[config.mk]
export PLATFORM = sky130hd
export DESIGN_NAME = jtframe_prog_feeder
export DESIGN_NICKNAME = d
export VERILOG_FILES = /design/src/rtl/jtframe_prog_pkg.sv /design/src/rtl/jtframe_prog_fifo.sv /design/src/rtl/jtframe_prog_feeder.sv
export SDC_FILE = /design/constraint.sdc
export NUM_CORES = 1
export LEC_CHECK = 0
export ABC_AREA = 0
export CORE_AREA = 2 2 124 126
export DETAILED_ROUTE_END_ITERATION = 12
export DIE_AREA = 0 0 126 128
export GPL_TIMING_DRIVEN = 0
export PLACE_DENSITY_LB_ADDON = 0.2
export RECOVER_POWER = 25
export SYNTH_ARGS = -nofsm -noshare
export SYNTH_HDL_FRONTEND = slang
export SYNTH_SLANG_ARGS = --single-unit
export TNS_END_PERCENT = 20
[constraint.sdc]
create_clock -name clk_rom -period 6.8 [get_ports clk_rom]
set_input_delay 1.02 -clock clk_rom [delete_from_list [all_inputs] [get_ports clk_rom]]
set_output_delay 1.02 -clock clk_rom [all_outputs]
set_load 0.05 [all_outputs]
[src/rtl/jtframe_prog_pkg.sv]
// Shared types and constants for the ROM download feeder.
// Contents: the FSM state enum, the FIFO entry layout and the
// active-low SDRAM byte-lane masks.
package jtframe_prog_pkg;

  typedef enum logic [1:0] {
    ST_IDLE  = 2'd0,
    ST_LOAD  = 2'd1,
    ST_DRAIN = 2'd2,
    ST_DONE  = 2'd3
  } state_t;

  typedef struct packed {
    logic [21:0] addr;
    logic [7:0]  data;
  } fifo_entry_t;

  // Masks are active-low: a 0 enables the lane.
  localparam logic [1:0] MASK_LO   = 2'b10;
  localparam logic [1:0] MASK_HI   = 2'b01;
  localparam logic [1:0] MASK_NONE = 2'b11;

  // Odd byte addresses land in the upper lane of the 16-bit SDRAM word.
  function automatic logic [1:0] lane_mask(input logic a0);
    return a0 ? MASK_HI : MASK_LO;
  endfunction

endpackage

[src/rtl/jtframe_prog_fifo.sv]
// Small synchronous byte FIFO between the ioctl side and the SDRAM
// write pacer.
// Ports:
//   clk_rom, rst_n  clock and synchronous active-low reset
//   push, din       write request and entry
//   pop             read request (advances read pointer)
//   full, empty     status flags
//   dout            head entry (valid while !empty, read combinationally)
// A push while full is accepted only when a pop happens in the same cycle.
module jtframe_prog_fifo
  import jtframe_prog_pkg::*;
#(
  parameter int DEPTH = 4
) (
  input  logic        clk_rom,
  input  logic        rst_n,
  input  logic        push,
  input  fifo_entry_t din,
  input  logic        pop,
  output logic        full,
  output logic        empty,
  output fifo_entry_t dout
);

  localparam int AW = $clog2(DEPTH);

  fifo_entry_t r_mem [DEPTH];
  logic [AW:0] r_wr_ptr;
  logic [AW:0] r_rd_ptr;
  logic        w_do_pop;
  logic        w_do_push;

  // Extra MSB on each pointer separates full from empty.
  assign empty = (r_wr_ptr == r_rd_ptr);
  assign full  = (r_wr_ptr[AW] != r_rd_ptr[AW]) &&
                 (r_wr_ptr[AW-1:0] == r_rd_ptr[AW-1:0]);

  assign w_do_pop  = pop && !empty;
  assign w_do_push = push && (!full || w_do_pop);

  assign dout = r_mem[r_rd_ptr[AW-1:0]];

  always_ff @(posedge clk_rom) begin
    if (!rst_n) begin
      r_wr_ptr <= '0;
      r_rd_ptr <= '0;
    end else begin
      if (w_do_push) r_wr_ptr <= r_wr_ptr + 1'b1;
      if (w_do_pop)  r_rd_ptr <= r_rd_ptr + 1'b1;
    end
  end

  // Storage is not reset; the pointers alone define what is valid.
  always_ff @(posedge clk_rom) begin
    if (w_do_push) r_mem[r_wr_ptr[AW-1:0]] <= din;
  end

endmodule

[src/rtl/jtframe_prog_feeder.sv]
// ROM download feeder: buffers ioctl bytes from the HPS and replays them
// to the SDRAM controller as paced single-byte writes.
// Ports:
//   clk_rom, rst_n                     clock, synchronous active-low reset
//   downloading, ioctl_addr/data/wr    HPS download stream
//   prog_addr/data/mask, prog_we       SDRAM write port (word addr, byte lane)
//   loader_busy                        high while loading or draining
//   overflow                           sticky, a byte was dropped on a full FIFO
//   dwnld_done                         one-cycle pulse after the last write
// Build option: define JTFRAME_ROM_HEADER_EN to strip HEADER_LEN leading
// bytes from the image and rebase the remaining addresses to zero.
//
// state    | meaning
// ---------+------------------------------------------------------
// ST_IDLE  | no download; waiting for downloading to rise
// ST_LOAD  | HPS streaming; bytes buffered and written out
// ST_DRAIN | stream ended; flushing the FIFO and the last gap
// ST_DONE  | single cycle; dwnld_done asserted
module jtframe_prog_feeder
  import jtframe_prog_pkg::*;
#(
  parameter int PROG_GAP   = 8,
  parameter int FIFO_DEPTH = 4,
  parameter int HEADER_LEN = 16
) (
  input  logic        clk_rom,
  input  logic        rst_n,
  input  logic        downloading,
  input  logic [21:0] ioctl_addr,
  input  logic [7:0]  ioctl_data,
  input  logic        ioctl_wr,
  output logic [21:0] prog_addr,
  output logic [7:0]  prog_data,
  output logic [1:0]  prog_mask,
  output logic        prog_we,
  output logic        loader_busy,
  output logic        overflow,
  output logic        dwnld_done
);

`ifdef JTFRAME_ROM_HEADER_EN
  localparam bit HDR_EN = 1'b1;
`else
  localparam bit HDR_EN = 1'b0;
`endif

  state_t      r_state;
  state_t      w_state_nxt;
  logic [7:0]  r_gap;
  logic [21:0] r_prog_addr;
  logic [7:0]  r_prog_data;
  logic [1:0]  r_prog_mask;
  logic        r_prog_we;
  logic        r_overflow;

  logic        w_keep;
  logic [21:0] w_byte_addr;
  logic        w_push_req;
  logic        w_pop;
  logic        w_drop;
  logic        w_full;
  logic        w_empty;
  logic        w_gap_zero;
  fifo_entry_t w_din;
  fifo_entry_t w_dout;

  // With the header option off HDR_EN is constant 0 and this reduces to a
  // straight pass-through of the ioctl address.
  assign w_keep      = !(HDR_EN && (ioctl_addr < 22'(HEADER_LEN)));
  assign w_byte_addr = HDR_EN ? (ioctl_addr - 22'(HEADER_LEN)) : ioctl_addr;

  assign w_push_req = downloading && ioctl_wr && w_keep;
  assign w_gap_zero = (r_gap == 8'd0);
  assign w_pop      = !w_empty && w_gap_zero;
  // A full FIFO still takes the byte if the head leaves in the same cycle.
  assign w_drop     = w_push_req && w_full && !w_pop;

  assign w_din.addr = w_byte_addr;
  assign w_din.data = ioctl_data;

  jtframe_prog_fifo #(
    .DEPTH (FIFO_DEPTH)
  ) u_fifo (
    .clk_rom (clk_rom),
    .rst_n   (rst_n),
    .push    (w_push_req),
    .din     (w_din),
    .pop     (w_pop),
    .full    (w_full),
    .empty   (w_empty),
    .dout    (w_dout)
  );

  always_ff @(posedge clk_rom) begin
    if (!rst_n) r_state <= ST_IDLE;
    else        r_state <= w_state_nxt;
  end

  always_comb begin
    w_state_nxt = r_state;
    loader_busy = 1'b0;
    dwnld_done  = 1'b0;
    case (r_state)
      ST_IDLE: begin
        if (downloading) w_state_nxt = ST_LOAD;
      end
      ST_LOAD: begin
        loader_busy = 1'b1;
        if (!downloading) w_state_nxt = ST_DRAIN;
      end
      ST_DRAIN: begin
        loader_busy = 1'b1;
        if (w_empty && w_gap_zero) w_state_nxt = ST_DONE;
      end
      ST_DONE: begin
        dwnld_done  = 1'b1;
        w_state_nxt = ST_IDLE;
      end
      default: w_state_nxt = ST_IDLE;
    endcase
  end

  // Write pacer: a pop registers the SDRAM outputs and restarts the gap
  // counter, so consecutive prog_we pulses are PROG_GAP cycles apart.
  always_ff @(posedge clk_rom) begin
    if (!rst_n) begin
      r_gap       <= 8'd0;
      r_prog_addr <= '0;
      r_prog_data <= '0;
      r_prog_mask <= MASK_NONE;
      r_prog_we   <= 1'b0;
    end else begin
      r_prog_we <= 1'b0;
      if (w_pop) begin
        r_prog_we   <= 1'b1;
        r_prog_addr <= {1'b0, w_dout.addr[21:1]};
        r_prog_data <= w_dout.data;
        r_prog_mask <= lane_mask(w_dout.addr[0]);
        r_gap       <= 8'(PROG_GAP - 1);
      end else if (!w_gap_zero) begin
        r_gap <= r_gap - 8'd1;
      end
    end
  end

  // A drop in the very cycle a new download starts belongs to the new
  // download, so setting wins over clearing.
  always_ff @(posedge clk_rom) begin
    if (!rst_n) begin
      r_overflow <= 1'b0;
    end else if (w_drop) begin
      r_overflow <= 1'b1;
    end else if (r_state == ST_IDLE && downloading) begin
      r_overflow <= 1'b0;
    end
  end

  assign prog_addr = r_prog_addr;
  assign prog_data = r_prog_data;
  assign prog_mask = r_prog_mask;
  assign prog_we   = r_prog_we;
  assign overflow  = r_overflow;

endmodule

# [Word-level counts from Yosys, hierarchy flattened]
# Memories as Yosys holds them, arrays and structs flattened. A register that Yosys moved wholly into a read port is not among the register bits.
# Cells that the tools add are included.
[op_classes] bitwise_logic=1 eq_ne=10 addsub=3 mux=16 n_reduce_logical=19
[op_table] op="2-bit two-way mux" count=6
[op_table] op="1-bit logical AND" count=9
[op_table] op="8-bit logical NOT" count=1
[op_table] op="2-bit case mux with 4 select lines" count=1
[op_table] op="8-bit by 1-bit subtractor with 8-bit output (second input constant)" count=1
[op_table] op="1-bit two-way mux" count=7
[op_table] op="3-bit by 1-bit adder with 3-bit output (second input constant)" count=2
[op_table] op="3-bit two-way mux" count=2
[op_table] op="2-bit != test (second input constant)" count=3
[op_table] op="2-bit == test (second input constant)" count=2
[op_table] op="2-bit OR reduction" count=2
[op_table] op="3-bit == test" count=1
[op_table] op="1-bit logical NOT" count=3
[op_table] op="3-bit AND reduction" count=1
[op_table] op="2-bit by 1-bit == test with 1-bit output (second input constant)" count=1
[op_table] op="2-bit == test" count=1
[op_table] op="2-bit logical NOT" count=1
[op_table] op="2-bit by 1-bit != test with 1-bit output (second input constant)" count=1
[op_table] op="2-bit nonzero test" count=1
[op_table] op="1-bit logical OR" count=1
[op_table] op="1-bit != test" count=1
[op_table] op="1-bit inverter" count=1
[totals] mem_count=1 register_bits=49 ram_bits=120 output_inout_bits=36 inputBits=34 wordCells=60
[mem_list] name="u_fifo.r_mem" words=4 word_bits=30 read_ports=1 rd_clocked_by_memory_dff=1 write_ports=1 line="jtframe_prog_fifo.sv:27" source="fifo_entry_t r_mem [DEPTH];"

# [Depth between registers and ports, before layout]
# Gate-level depths: netlist of run 1.
[logic_depth] word_depth=8 depth_mapped=8 mapped_depth_nobuf=6

# [Hierarchy]
# Synthesis of run 1 repeated with hierarchy kept, for this count alone.
[unflattened] cells_unflattened=419 hier_area_um2=6759.0
[by_module_without_submodules] mod="jtframe_prog_fifo" area_per_inst_um2=4827.1 cells_each=210 n_inst=1 seq_area_each_um2=3763.6
[by_module_without_submodules] mod="jtframe_prog_feeder" area_per_inst_um2=1931.9 cells_each=209 n_inst=1 seq_area_each_um2=860.8

# [Least setup slack after synthesis of run 1]
# OpenSTA, ideal clock, no wires.
[synth_timing] kind="register to register" start="register r_gap[0]" end="memory u_fifo.r_mem[3][0] (netlist name), enable pin" t_arrival_ns=2.149 path_buffers=1 synth_period_minus_slack_ns=2.539 path_slack_ns=4.261 setup_time_ns=0.390 path_stages_with_launch=8 t_required_ns=6.410 cell_sequence="dfxtp_1 > inv_1 > ha_1 > nor4b_4 > nand2_1 > buf_2 > a21oi_2 > and2_1"
[synth_between] elab_chain_len=7
[synth_rtl] element="start, declared" line="jtframe_prog_feeder.sv:49" source="logic [7:0] r_gap;"
[synth_rtl] element="start signal, assigned" line="jtframe_prog_feeder.sv:139" source="r_gap <= 8'(PROG_GAP - 1);"
[synth_rtl] element="start signal, assigned" line="jtframe_prog_feeder.sv:141" source="r_gap <= r_gap - 8'd1;"
[synth_rtl] element="8-bit logical NOT" line="jtframe_prog_feeder.sv:73" source="assign w_gap_zero = (r_gap == 8'd0);"
[synth_rtl] element="1-bit logical AND" line="jtframe_prog_feeder.sv:74" source="assign w_pop = !w_empty && w_gap_zero;"
[synth_rtl] element="1-bit logical AND" line="jtframe_prog_fifo.sv:38" source="assign w_do_pop = pop && !empty;"
[synth_rtl] element="1-bit logical OR" line="jtframe_prog_fifo.sv:39" source="assign w_do_push = push && (!full || w_do_pop);"
[synth_rtl] element="1-bit logical AND" line="jtframe_prog_fifo.sv:39"
[synth_rtl] element="1-bit two-way mux" line="jtframe_prog_fifo.sv:55" source="if (w_do_push) r_mem[r_wr_ptr[AW-1:0]] <= din;"
[synth_rtl] element="1-bit two-way mux (not written as such)" line="jtframe_prog_fifo.sv:55"
[synth_rtl] element="end, declared" line="jtframe_prog_fifo.sv:27"
# No other way between the ends.

# [Final worst setup path of run 1]
[layout_timing] start="register r_state[0]" end="output loader_busy"
[layout_between] elab_chain_len=3 elab_cells_between_ends=4 classes_between="eq/ne (2); mux (1); reduce/logical (1)"
[layout_rtl] element="start, declared" line="jtframe_prog_feeder.sv:47" source="state_t r_state;"
[layout_rtl] element="start signal, assigned" line="jtframe_prog_feeder.sv:96" source="else r_state <= w_state_nxt;"
[layout_rtl] element="2-bit == test / 2-bit by 1-bit == test with 1-bit output (equally long branches)" line="jtframe_prog_feeder.sv:103" source="case (r_state)"
[layout_rtl] element="2-bit OR reduction (no source line) (*)"
[layout_rtl] element="1-bit two-way mux (*)" line="jtframe_prog_feeder.sv:103"
[layout_rtl] element="end, declared" line="jtframe_prog_feeder.sv:36" source="output logic loader_busy,"
# Mark *: on every way between the ends. The rest lies on a longest branch, timed or not.

==> results.cfg, run 1 <==
[cts]
clock_tree.htree_level_count = 4
setup_repair_bufs_after_cts = 0
tritoncts_clock_tree = built
cts_made_buffers = 17
hold_buffers = 0
clkLatencyLatePin_ns = 0.42
clock_sink_count = 171
cts-root-to-sink-buffers = 2
cts-root-buf = sky130_fd_sc_hd__clkbuf_16
clock_slew_at_the_register_clock_pins_of_the_worst_setup_and_hold_paths_ns = 0.06
cts.repair.resized = 0

[drt]
ant_nets = 0
route.detailed.wl_per_inst_um = 17.7
finalWirelength_um = 12400
avgViaCountPerCell = 5.15
vias = 3599
drt_first_iter_violations = 150
drt-pass1-iter-count = 4
detail_route.drc_violations = 0

[worst_setup_path]
timing.critical_path.to_type = primary output
crit_type = flip-flop to primary output
cp.required_ns = 5.78
path_cells = inv_1, ha_1, clkdlybuf4s50_1
critical_path_depth = 3
r2r_start = r_gap[0]
critPathSlowestCell = sky130_fd_sc_hd__clkdlybuf4s50_1
cp.buffers_inverters = 2
crit_arrival_ns = 2.00
critical_path_s_largest_stage_delay_ns = 0.80
cpLargestDelayFamily = buffers and inverters
reg2reg_to = u_fifo.r_mem[2][10]
reg2reg_slack_ns = 4.04
crit_path_max_fanout = 3
setup.worst_path.start_class = flip-flop
ff2ff_path_depth = 7
crit_path_start = r_state[0]
endpoint = loader_busy

[logic_synthesis]
syn_area_per_cell_sq_um = 15.8
synth_cells = 411
ys_ff_latch = 171
postSynthNetCount = 456
yosys_warns = 0
synth-adder-area-share = 0.0212
synth-simple-area-share = 0.0737
synth-edff-count = 120
yosys_most_used_dff = sky130_fd_sc_hd__edfxtp_1
post_synth_num_cell_types = 41
total_standard_cell_area_after_synthesis_sq_um = 6500
synth_area_leader_cell = sky130_fd_sc_hd__edfxtp_1
synth_top_family_by_area = multiplexers
share_of_the_synthesized_area_in_compound_gates_ao_oa_aoi_oai = 0.0481
muxShareOfSynthArea = 0.112
postSynth.asyncResetShare = 0
yosys.area_share.xor_xnor = 0.0106
ys_seq_area_frac = 0.711
netlist_top_cells_area = sky130_fd_sc_hd__edfxtp_1 55%, sky130_fd_sc_hd__dfxtp_1 16%, sky130_fd_sc_hd__mux4_2 10%, sky130_fd_sc_hd__nand2_1 4.3%, sky130_fd_sc_hd__a21oi_1 2.5%
post-synth-top-area-fraction = 0.554

[grt]
grt_antenna_before_repair = 1
grt_remaining_overflow = 0
first_pass_grt_wire_length_um = 19500
groute.usage.overall = 0.164
via_count_of_the_first_global_routing_pass = 3657
grt_start_max_net_pins = 31

[timing]
finalSetupTns_ns = 0
clock-skew-final_ns = 0.00828
final.period_utilization = 0.445
setup_repair_after_global_routing_missed_its_margin = no
hold_violations = 0
final.min_clock_period_ns = 3.02
max_freq_ghz = 0.331
timing_max_transition_violations_final = 0
maxSlewHeadroom = 0.403
finalSetupViolCount = 0
worst-slew-pin-transition_ns = 0.896

[placement]
gpl_congestion = 0.728
buffer_ports.inserted = 68
post-dp-hpwl_um = 7650

[status]
run_status = completed

[die]
dieHeight_um = 128
floorplan.core_area_sq_um = 14900
rows = 45
floorplan.initialDensity = 0.437
die_x_um = 126
top_level_ports = 70
die_area_sq_um = 16100

[layout]
antenna_cells_inserted = 0
post_route_cells_drive_above_1_share = 0.164
final_core_util = 0.541
area_delta_synth_final_pct = 23.7
finalNetCount = 543

[job]
max_cap_violations = 0

[power]
ir_drop_uv = 187
totalPowerFinal_mw = 2.81
total_leakage_power_nw = 2.65
power_per_cell_area_nw_per_um2 = 350

[min_path]
worst_hold_path_type = flip-flop to flip-flop
## layout by cell type, fill, tap and decap left out, types with 3 or more instances in the layout
cell type,synthesis,final
sky130_fd_sc_hd__a211o_1,3,3
sky130_fd_sc_hd__a211oi_1,3,3
sky130_fd_sc_hd__a21oi_1,33,33
sky130_fd_sc_hd__and2_2,0,4
sky130_fd_sc_hd__buf_2,6,6
sky130_fd_sc_hd__buf_4,5,5
sky130_fd_sc_hd__bufinv_16,0,4
sky130_fd_sc_hd__clkbuf_1,7,9
sky130_fd_sc_hd__clkbuf_16,0,17
sky130_fd_sc_hd__clkdlybuf4s50_1,0,47
sky130_fd_sc_hd__clkinvlp_4,0,3
sky130_fd_sc_hd__dfxtp_1,51,51
sky130_fd_sc_hd__dlygate4sd3_1,0,21
sky130_fd_sc_hd__edfxtp_1,120,120
sky130_fd_sc_hd__ha_1,11,11
sky130_fd_sc_hd__inv_1,8,8
sky130_fd_sc_hd__mux2i_1,4,4
sky130_fd_sc_hd__mux4_2,30,30
sky130_fd_sc_hd__nand2_1,74,74
sky130_fd_sc_hd__nor2_1,12,12
sky130_fd_sc_hd__nor3_1,3,3
sky130_fd_sc_hd__or3_1,4,4
sky130_fd_sc_hd__xor2_1,4,4
## how the worst min path moves through the flow
stage                     slack (ns)  depth (start not counted)            to          from
final                           0.45                          2  prog_data[3]  prog_data[3]
after global routing            0.48                          2  prog_addr[8]  prog_addr[8]
after CTS                       0.46                          2  prog_addr[3]  prog_addr[3]
after detailed placement        0.45                          2  prog_data[3]  prog_data[3]
after global placement          0.44                          2  prog_addr[5]  prog_addr[5]
after floorplan                 0.47                          2    r_state[1]    r_state[1]
## per-stage QoR
step	hold WS, ns	instances	setup slack (ns)	instance area, sq um
final	0.451	699	3.78	8040
after floorplan	0.471	411	4.26	6500
after detailed placement	0.447	667	3.60	7420
after CTS	0.455	699	3.75	8040
after global routing	0.476	699	3.68	8040
after global placement	0.443	667	3.02	7420
## kinds of logic (layout without fill, tap and decap cells)
family	count (synthesis)	in the layout
flip-flops	171	171
AND/OR/NAND/NOR	108	108
AO/OA/AOI/OAI	49	49
multiplexers	35	35
buffers and inverters	29	129
adder cells (fa/ha/maj)	11	11
XOR/XNOR	7	7
other	1	1
## final cells by class
class / instances / area [sq um]
inverters: 9 / 33.8
plain buffers: 20 / 113
multi-input cells: 211 / 1730
fillers: 1238 / 6820
flip-flops and latches: 171 / 4620
clock inverters: 12 / 174
repair buffers: 68 / 681
clock buffers: 20 / 447
well taps: 188 / 235
## worst reg2reg max path: stages (launching register included)
cell                      delay (ns)
sky130_fd_sc_hd__dfxtp_1        0.35
sky130_fd_sc_hd__inv_1          0.09
sky130_fd_sc_hd__ha_1           0.18
sky130_fd_sc_hd__nor4b_4        0.34
sky130_fd_sc_hd__nand2_1        0.12
sky130_fd_sc_hd__buf_2          0.21
sky130_fd_sc_hd__a21oi_2        0.29
sky130_fd_sc_hd__and2_2         0.80
## sequential cells by signal, summed over array words and instances, names as in the netlist, named ones only
signal           count
u_fifo.r_mem       120
prog_data            8
prog_we              1
r_gap                8
u_fifo.r_rd_ptr      3
r_state              2
u_fifo.r_wr_ptr      3
prog_addr           21
overflow             1
prog_mask            2
## cell usage after synthesis, drive strengths merged, types with 2 or more instances
cell type / number
edfxtp: 120
nand2: 74
dfxtp: 51
a21oi: 34
mux4: 30
buf: 12
nor2: 12
ha: 11
clkbuf: 8
inv: 8
and2: 5
xor2: 5
a211oi: 4
mux2i: 4
nor3: 4
or3: 4
a211o: 3
nand2b: 2
nand3: 2
nand4: 2
o21ai: 2
o31a: 2
xnor2: 2
## layer usage
| layer | vias up | track usage | routed length [um] |
|---|---|---|---|
| met1 | 1809 | 0.200 | 5340 |
| met5 | - | 0 | 13 |
| li1 | 1713 | - | - |
| met2 | 66 | 0.280 | 6380 |
| met3 | 9 | 0.0551 | 503 |
| met4 | 2 | 0.0504 | 112 |
## power breakdown
| group | leakage (nW) | internal (mW) | switching, mW |
|---|---|---|---|
| clock | 0.294 | 0.623 | 0.383 |
| combinational | 0.852 | 0.235 | 0.338 |
| sequential | 1.50 | 1.18 | 0.0483 |
| total | 2.65 | 2.04 | 0.769 |
(Power assumes the default switching activity.)
==> run 2, diff against run 1 <==
Clock period 6.8 ns to 2.8 ns, I/O delays scaled along.
==> results.cfg, run 2 (synthesized netlist as in run 1, its figures left out) <==
[status]
run_status = completed

[layout]
post_route_cells_drive_above_1_share = 0.164
finalNetCount = 543
fin_cells = 699
layout.cells.most_common = sky130_fd_sc_hd__edfxtp_1
layout_common_cells = 120 x sky130_fd_sc_hd__edfxtp_1, 74 x sky130_fd_sc_hd__nand2_1, 53 x sky130_fd_sc_hd__clkdlybuf4s50_1, 51 x sky130_fd_sc_hd__dfxtp_1, 33 x sky130_fd_sc_hd__a21oi_1
area_delta_synth_final_pct = 23.7
largest_register_ff_count = 120
antenna_cells_inserted = 0

[timing]
maxSlewHeadroom = 0.415
final.period_utilization = 0.987
setup_repair_after_global_routing_missed_its_margin = yes
worst-slew-pin-transition_ns = 0.878
max_freq_ghz = 0.362
timing_max_transition_violations_final = 0
finalHoldWorstSlack_ns = 0.451
final.min_clock_period_ns = 2.76
finalSetupViolCount = 0
finalSetupTns_ns = 0
clock-skew-final_ns = 0.00752
hold_violations = 0

[worst_setup_path]
timing.critical_path.to_type = flip-flop
crit_path_start = r_gap[0]
crit_path_max_fanout = 30
setup.worst_path.start_class = flip-flop
r2r_start = r_gap[0]
crit_type = flip-flop to flip-flop
cp.required_ns = 2.84
crit_arrival_ns = 2.81

[job]
max_cap_violations = 0

[die]
die_x_um = 126
dieHeight_um = 128
top_level_ports = 70
rows = 45
die_area_sq_um = 16100
floorplan.core_area_sq_um = 14900
floorplan.initialDensity = 0.437

[cts]
setup_repair_bufs_after_cts = 0
clock_slew_at_the_register_clock_pins_of_the_worst_setup_and_hold_paths_ns = 0.06
clock_tree.htree_level_count = 4
tritoncts_clock_tree = built
hold_buffers = 0
cts-root-buf = sky130_fd_sc_hd__clkbuf_16
clkLatencyLatePin_ns = 0.42
cts_made_buffers = 17
clock_sink_count = 171
cts-root-to-sink-buffers = 2

[min_path]
hold_path.startpoint = prog_data[3]
worst_hold_path_type = flip-flop to flip-flop

[power]
clock_power_share = 0.358
p_sw_mw = 1.87
power.sequential.fraction = 0.438
power_per_cell_area_nw_per_um2 = 849
netSwitchingFraction = 0.273
total_leakage_power_nw = 2.65
ir_drop_uv = 451
internal_portion_of_total_power_mw = 4.96
proportion_of_power_drawn_by_combinational_gates = 0.204

[grt]
via_count_of_the_first_global_routing_pass = 3657
first_pass_grt_wire_length_um = 19500
groute.usage.overall = 0.164
grt_start_max_net_pins = 31
grt_remaining_overflow = 0
grt_antenna_before_repair = 1

[drt]
vias = 3602
finalWirelength_um = 12400
avgViaCountPerCell = 5.15
route.detailed.wl_per_inst_um = 17.7
ant_nets = 0
drt_first_iter_violations = 148
detail_route.drc_violations = 0
drt-pass1-iter-count = 4

[placement]
post-dp-hpwl_um = 7650
buffer_ports.inserted = 68
gpl_congestion = 0.728
dp.cells = 667
[run 2: changes by cell type in the layout (fill, tap and decap cells not counted)]
cell / delta
sky130_fd_sc_hd__and2_2: -1
sky130_fd_sc_hd__and2_4: +1
sky130_fd_sc_hd__clkdlybuf4s50_1: +6
sky130_fd_sc_hd__dlygate4sd3_1: -6
[run 2: worst max-delay path, stage by stage (launching register included)]
cell,delay (ns)
sky130_fd_sc_hd__dfxtp_1,0.35
sky130_fd_sc_hd__inv_1,0.09
sky130_fd_sc_hd__ha_1,0.18
sky130_fd_sc_hd__nor4b_4,0.34
sky130_fd_sc_hd__nand2_1,0.12
sky130_fd_sc_hd__buf_2,0.21
sky130_fd_sc_hd__a21oi_2,0.29
sky130_fd_sc_hd__and2_2,0.77
[run 2: path summary, 6_finish.rpt]
path / to / slack [ns] / cells after the start
setup / recovery: u_fifo.r_mem[3][1] / 0.04 / 7
hold / removal: prog_data[3] / 0.45 / 2
setup reg to reg: u_fifo.r_mem[3][1] / 0.04 / 7
hold reg to reg: prog_data[3] / 0.45 / 2
[run 2: per-layer routing]
layer	share of wire	global-route usage	vias up	wire length, um
li1	-	-	1713	-
met3	0.041	0.0551	10	505
met2	0.51	0.280	64	6350
met4	0.010	0.0504	2	124
met1	0.43	0.200	1813	5360
met5	0.0011	0	-	13
[run 2: timing repair]
action	CTS	global route
endpoints found under the hold margin	0	0
setup endpoints to repair	16	90
pin swaps	0	0
resized for setup	1	0
[run 2: power by group through the flow]
stage          combinational, mW  clock, mW  sequential (mW)
2_1_floorplan              0.804          0             3.24
3_3_place_gp                1.39          0             3.04
3_5_place_dp                1.41          0             3.05
4_1_cts                     1.42       2.48             2.99
5_1_grt                     1.51       2.59             3.01
6_report                    1.39       2.44             2.99
[run 2: cell type report]
type	instances	area [sq um]
fill	1237	6820
tap	188	235
inverter	9	33.8
multi-input combinational	211	1740
sequential	171	4620
buffer	20	113
clock buffer	20	447
clock inverter	12	174
timing repair buffer	68	681
[run 2: per-stage QoR]
step / power, mW / area (sq um) / utilization / worst slack (ns)
2_1_floorplan: 4.04 / 6500 / - / 0.261
3_3_place_gp: 4.43 / 7420 / 0.499 / -0.561
3_5_place_dp: 4.46 / 7420 / 0.499 / 0.0267
4_1_cts: 6.90 / 8040 / 0.541 / -0.000667
5_1_grt: 7.12 / 8040 / 0.541 / -0.199
6_report: 6.83 / 8040 / 0.541 / 0.0378
